--- config.mk ---
export PLATFORM = sky130hd
export DESIGN_NAME = loop_unit
export DESIGN_NICKNAME = d
export VERILOG_FILES = /design/src/rtl/loop_unit_pkg.sv /design/src/rtl/loop_stack.sv /design/src/rtl/loop_unit.sv
export SDC_FILE = /design/constraint.sdc
export NUM_CORES = 1
export LEC_CHECK = 0
export ABC_CLOCK_PERIOD_IN_PS = 4140
export BUFFER_PORTS_ARGS = -buffer_cell sky130_fd_sc_hd__buf_2
export CAP_MARGIN = 20
export CORE_ASPECT_RATIO = 1.4
export CORE_MARGIN = 1
export CORE_UTILIZATION = 53
export CTS_CLUSTER_DIAMETER = 50
export DETAILED_ROUTE_END_ITERATION = 8
export GPL_TIMING_DRIVEN = 0
export PLACE_DENSITY = 0.76
export SYNTH_ARGS = -nofsm -noshare
export SYNTH_HDL_FRONTEND = slang
export SYNTH_SLANG_ARGS = --single-unit
--- constraint.sdc ---
create_clock -name clk -period 4.14 [get_ports clk]
set_clock_uncertainty 0.1 [all_clocks]
set_input_delay 0.207 -clock clk [delete_from_list [all_inputs] [get_ports clk]]
set_output_delay 0.207 -clock clk [all_outputs]
set_load 0.1 [all_outputs]
--- src/rtl/loop_unit_pkg.sv ---
// Shared definitions for the bracket-loop control unit: FSM states and default sizes.
package loop_unit_pkg;

  localparam int LOOP_STACK_DEPTH = 16;
  localparam int PROGRAM_COUNTER  = 16;

  typedef enum logic [1:0] {
    RUN   = 2'd0,
    SKIP  = 2'd1,
    FAULT = 2'd2
  } loop_state_e;

endpackage

--- src/rtl/loop_stack.sv ---
// LIFO return stack holding loop-open addresses; only the occupancy pointer is reset.
module loop_stack #(
  parameter  int DEPTH = 16,
  parameter  int W     = 16,
  localparam int AW    = $clog2(DEPTH),
  localparam int CW    = AW + 1
) (
  input  logic          clk,
  input  logic          reset,
  input  logic          push,
  input  logic          pop,
  input  logic [W-1:0]  push_data,
  output logic [W-1:0]  top,
  output logic [CW-1:0] count,
  output logic          full,
  output logic          empty
);

  logic [W-1:0]  mem_q [DEPTH];
  logic [CW-1:0] count_q, count_d;
  logic [AW-1:0] top_idx;

  assign full    = (count_q == CW'(DEPTH));
  assign empty   = (count_q == '0);
  assign count   = count_q;
  // Wraps to DEPTH-1 when full; the empty case is masked below.
  assign top_idx = count_q[AW-1:0] - AW'(1);
  assign top     = empty ? '0 : mem_q[top_idx];

  always_comb begin
    count_d = count_q;
    if (push && !full)
      count_d = count_q + CW'(1);
    else if (pop && !empty)
      count_d = count_q - CW'(1);
  end

  always_ff @(posedge clk or negedge reset) begin
    if (!reset) count_q <= '0;
    else        count_q <= count_d;
  end

  always_ff @(posedge clk) begin
    if (push && !full) mem_q[count_q[AW-1:0]] <= push_data;
  end

endmodule

--- src/rtl/loop_unit.sv ---
// Loop control for '[' / ']': return stack, zero-entry skip tracking and sticky fault.
module loop_unit
  import loop_unit_pkg::*;
#(
  parameter  int STACK_DEPTH = LOOP_STACK_DEPTH,
  parameter  int SKIP_W      = 8,
  localparam int DW          = $clog2(STACK_DEPTH) + 1
) (
  input  logic                       clk,
  input  logic                       reset,
  input  logic                       instr_valid,
  input  logic                       is_open,
  input  logic                       is_close,
  input  logic                       acc_zero,
  input  logic [PROGRAM_COUNTER-1:0] pc,
  output logic [PROGRAM_COUNTER-1:0] pc_loaded,
  output logic                       pc_take,
  output logic                       skip,
  output logic [DW-1:0]              depth,
  output logic                       fault,
  output loop_state_e                state_dbg
);

  loop_state_e                state_q, state_d;
  logic [SKIP_W-1:0]          skip_cnt_q, skip_cnt_d;
  logic                       active;
  logic                       push_en, pop_en;
  logic [PROGRAM_COUNTER-1:0] stk_top;
  logic [DW-1:0]              stk_count;
  logic                       stk_full, stk_empty;

  // instr_valid qualifies the opcode flags; there is no back-pressure, and a
  // cycle with both or neither bracket flag is a no-op.
  assign active = instr_valid && (is_open ^ is_close);

  loop_stack #(
    .DEPTH (STACK_DEPTH),
    .W     (PROGRAM_COUNTER)
  ) u_stack (
    .clk       (clk),
    .reset     (reset),
    .push      (push_en),
    .pop       (pop_en),
    .push_data (pc),
    .top       (stk_top),
    .count     (stk_count),
    .full      (stk_full),
    .empty     (stk_empty)
  );

  always_ff @(posedge clk or negedge reset) begin
    if (!reset) begin
      state_q    <= RUN;
      skip_cnt_q <= '0;
    end else begin
      state_q    <= state_d;
      skip_cnt_q <= skip_cnt_d;
    end
  end

  always_comb begin
    state_d    = state_q;
    skip_cnt_d = skip_cnt_q;
    if (active) begin
      case (state_q)
        RUN: begin
          if (is_open) begin
            if (stk_full) state_d = FAULT;
            else if (acc_zero) begin
              state_d    = SKIP;
              skip_cnt_d = SKIP_W'(1);
            end
          end else if (stk_empty) begin
            state_d = FAULT;
          end
        end
        SKIP: begin
          if (is_open) begin
            if (skip_cnt_q == '1) state_d = FAULT;
            else skip_cnt_d = skip_cnt_q + SKIP_W'(1);
          end else begin
            skip_cnt_d = skip_cnt_q - SKIP_W'(1);
            if (skip_cnt_q == SKIP_W'(1)) state_d = RUN;
          end
        end
        default: ;
      endcase
    end
  end

  always_comb begin
    push_en = 1'b0;
    pop_en  = 1'b0;
    pc_take = 1'b0;
    if (active && state_q == RUN) begin
      if (is_open) begin
        push_en = !stk_full && !acc_zero;
      end else begin
        pop_en  = !stk_empty && acc_zero;
        pc_take = !stk_empty && !acc_zero;
      end
    end
  end

  assign pc_loaded = stk_empty ? '0 : stk_top + PROGRAM_COUNTER'(1);
  assign skip      = (state_q != RUN);
  assign fault     = (state_q == FAULT);
  assign depth     = stk_count;
  assign state_dbg = state_q;

endmodule

==> run summary <==
EDFF count, synth: 256
predominant post-synthesis flop cell: edfxtp_1
Die Span Y: 177 um
H-tree levels: 1
failing checks: setup timing
DRC: 0
Vias/cell: 6.26
Layout area overhead: 26.6%
Initial Utilization: 54.4%
die footprint: 0.0225 mm^2
part of the Yosys area used for sequential elements: 69.4%
CTS tree: done
DRT Pass-1 Iters: 5
crit path time final: 4.34 ns
status: finished with violations
Post-Route WL: 29800 um
layout cells sized above 1: 38.6%
n_diodes: 0
mean post-synth cell area: 18.4 um^2
Peak VDD IR: 0.000271 V
core area: 0.0214 mm^2
commonest non-fill, non-tap cells in the layout: edfxtp_1, mux4_2, nand2_1
Ports: 48
Root Buffer: clkbuf_16
Static Leak: 5.12 nW
number of buffers added on ports: 47
fin crit share: 105%
Final Hold Fails: 0
global-route wire length before repair: 43800 um
Mapped Area: 0.0116 mm^2
fmax: 230 MHz
CP startpoint kind: flip-flop
WL per Instance: 27.2 um
Placer Congestion: 0.827
worst path required time: 3.83 ns
Total Nets Final: 820
Worst slew margin: 37.3%
clk sinks: 271
Synth cell types: 64
Synth top area share: 66.1%
max-cap violations: 0
die width: 127 um
worst setup path category: reg2out
initial antenna violation count: 0
crit path DAT: 4.04 ns
final worst slack: -0.203 ns
GR Util All Layers: 27.3%
Num CTS Buffers: 26
RSZ-0062 raised after global routing: yes
largest net degree at the start of global routing: 17
number of routed nets with antenna violations: 0
Power per Cell Area: 377 mW/mm^2
worst skew pair latency: 0.53 ns
GRT overflow: 0
#FFs+latches synth: 271
Reg clk slew, reported paths: 0.07 ns
clock buffer depth: 3
top post-synthesis cells by area: edfxtp_1, mux4_2, dfrtp_1, mux4_1, mux2i_1
Post-Syn Nets: 669
Final Power: 5.55 mW
synth warn: 0
Async SR Flop Fraction: 5.54%
Layout fillers: 1231
HPWL Detailed: 18900 um
critical path fanouts, max: 7
HP Class: in2async
# rows: 63
Vias: 6858
area leader, netlist: edfxtp_1
pre-CTS setup slack: -0.690 ns
max-slew violation count: 0
Crit. End Element: primary output
most common cell after layout, fill and taps aside: edfxtp_1
Worst-Margin Slew: 0.939 ns
initial DRC count: 646
Cells after Synth: 633
vias in the first global route: 7127
final setup fails: 13
==> Yosys cell counts (4+ instances only) <==
cell type and instances:
edfxtp_1 256, and3_1 5, buf_6 5, nor3_1 10
mux2i_1 21, nand4_1 5, a21oi_1 13, mux4_2 55
buf_2 12, nand2_1 47, ha_1 13, dfrtp_1 15
nand2b_1 6, and2_1 4, o21ai_0 10, nand3_1 7
o31ai_1 5, nor2_1 33, xnor2_1 8, inv_1 8
xor2_1 12, clkbuf_1 5, mux4_1 11
==> routing by layer <==
metal	GRT usage, %	vias to the layer above	share of wire (%)
met3	3.81	123	7.6
li1	-	2846	-
met1	33.1	3461	35
met5	0	-	0
met2	47.3	428	51
met4	15.0	0	6.1
==> sequential cells by signal, summed over array words and instances, names as in the netlist <==
register and flops:
state_dbg 2, skip_cnt_q 8, u_stack.mem_q 256, u_stack.count 5
==> per-stage QoR <==
| step | utilization, % | hold WS, ns | area, um^2 | instances | setup TNS (ns) |
|---|---|---|---|---|---|
| after floorplan | - | -0.189 | 12000 | 633 | -2.17 |
| after global placement | 58.8 | 0.0267 | 12600 | 972 | -211.17 |
| after detailed placement | 60.6 | 0.0297 | 12900 | 994 | -7.05 |
| after CTS | 68.4 | 0.0143 | 14600 | 1091 | -0.860 |
| after global routing | 68.9 | 0.0424 | 14700 | 1096 | -2.97 |
| final | 68.9 | 0.0141 | 14700 | 1096 | -1.78 |
==> kinds of logic (layout without fill, tap and decap cells) <==
kind of cell,Yosys count,in the layout,share of synthesized area (%)
xor gates and xnor gates,21,21,1.74
and+or+nand+nor,144,144,6.56
adders and majority gates,14,14,1.57
muxes,91,91,15.4
buffers and inverters,36,207,1.92
DFF,271,271,69.4
AOI/OAI and AO/OA,56,56,3.40
==> critical path, stage by stage (launching register included) <==
cell and delay [ns]:
dfrtp_4 0.51, buf_12 0.15, buf_12 0.13, inv_16 0.06, ha_4 0.15, xor2_4 0.17, buf_6 0.15, buf_12 0.12
mux4_2 0.51, a32oi_2 0.22, o21ai_2 0.11, and2_1 0.17, ha_2 0.18, and2_4 0.15, o21ai_4 0.14, o31ai_2 0.14
a21oi_4 0.22, buf_12 0.20
==> final timing paths <==
| path | start | end | slack (ns) | depth (start not counted) |
|---|---|---|---|---|
| setup / recovery | u_stack.count[0]$_DFFE_PN0P_ | pc_loaded[12] | -0.20 | 17 |
| hold / removal | reset | u_stack.count[4]$_DFFE_PN0P_ | 0.01 | 2 |
| setup reg to reg | u_stack.count[2]$_DFFE_PN0P_ | u_stack.mem_q[3][11]$_DFFE_PP_ | 0.20 | 11 |
| hold reg to reg | skip_cnt_q[7]$_DFFE_PN0P_ | skip_cnt_q[7]$_DFFE_PN0P_ | 0.48 | 2 |
| max in group asynchronous | reset | u_stack.count[0]$_DFFE_PN0P_ | 3.63 | 2 |
| min in group clk | is_close | skip_cnt_q[0]$_DFFE_PN0P_ | 0.05 | 5 |
==> power by group <==
part / total [mW] / internal (mW) / switching (mW)
Sequential: 2.99 / 2.99 / 0
Combinational: 0.0684 / 0.0220 / 0.0464
Clock: 2.49 / 1.45 / 1.03
Total: 5.55 / 4.47 / 1.08
==> cell type report <==
class                   count  area, um^2  area share [%]
flip-flops and latches    271        8070            54.8
multi-input cells         326        3780            25.7
repair buffers            126        1270            8.66
clock buffers              29         683            4.64
well taps                 292         365            2.48
plain buffers              23         273            1.85
clock inverters            19         220            1.50
inverters                  10        53.8           0.366
==> timing repair <==
| action | 4_1_cts | 5_1_grt |
|---|---|---|
| setup buffers | 33 | 6 |
| gates cloned | 0 | 0 |
| hold buffers | 18 | 0 |
| resized for setup | 78 | 20 |
| endpoints found under the hold margin | 273 | 0 |
| endpoints found under the setup margin | 16 | 15 |
| pin swaps | 15 | 11 |
No activity file was read; power rests on OpenSTA's default activity.
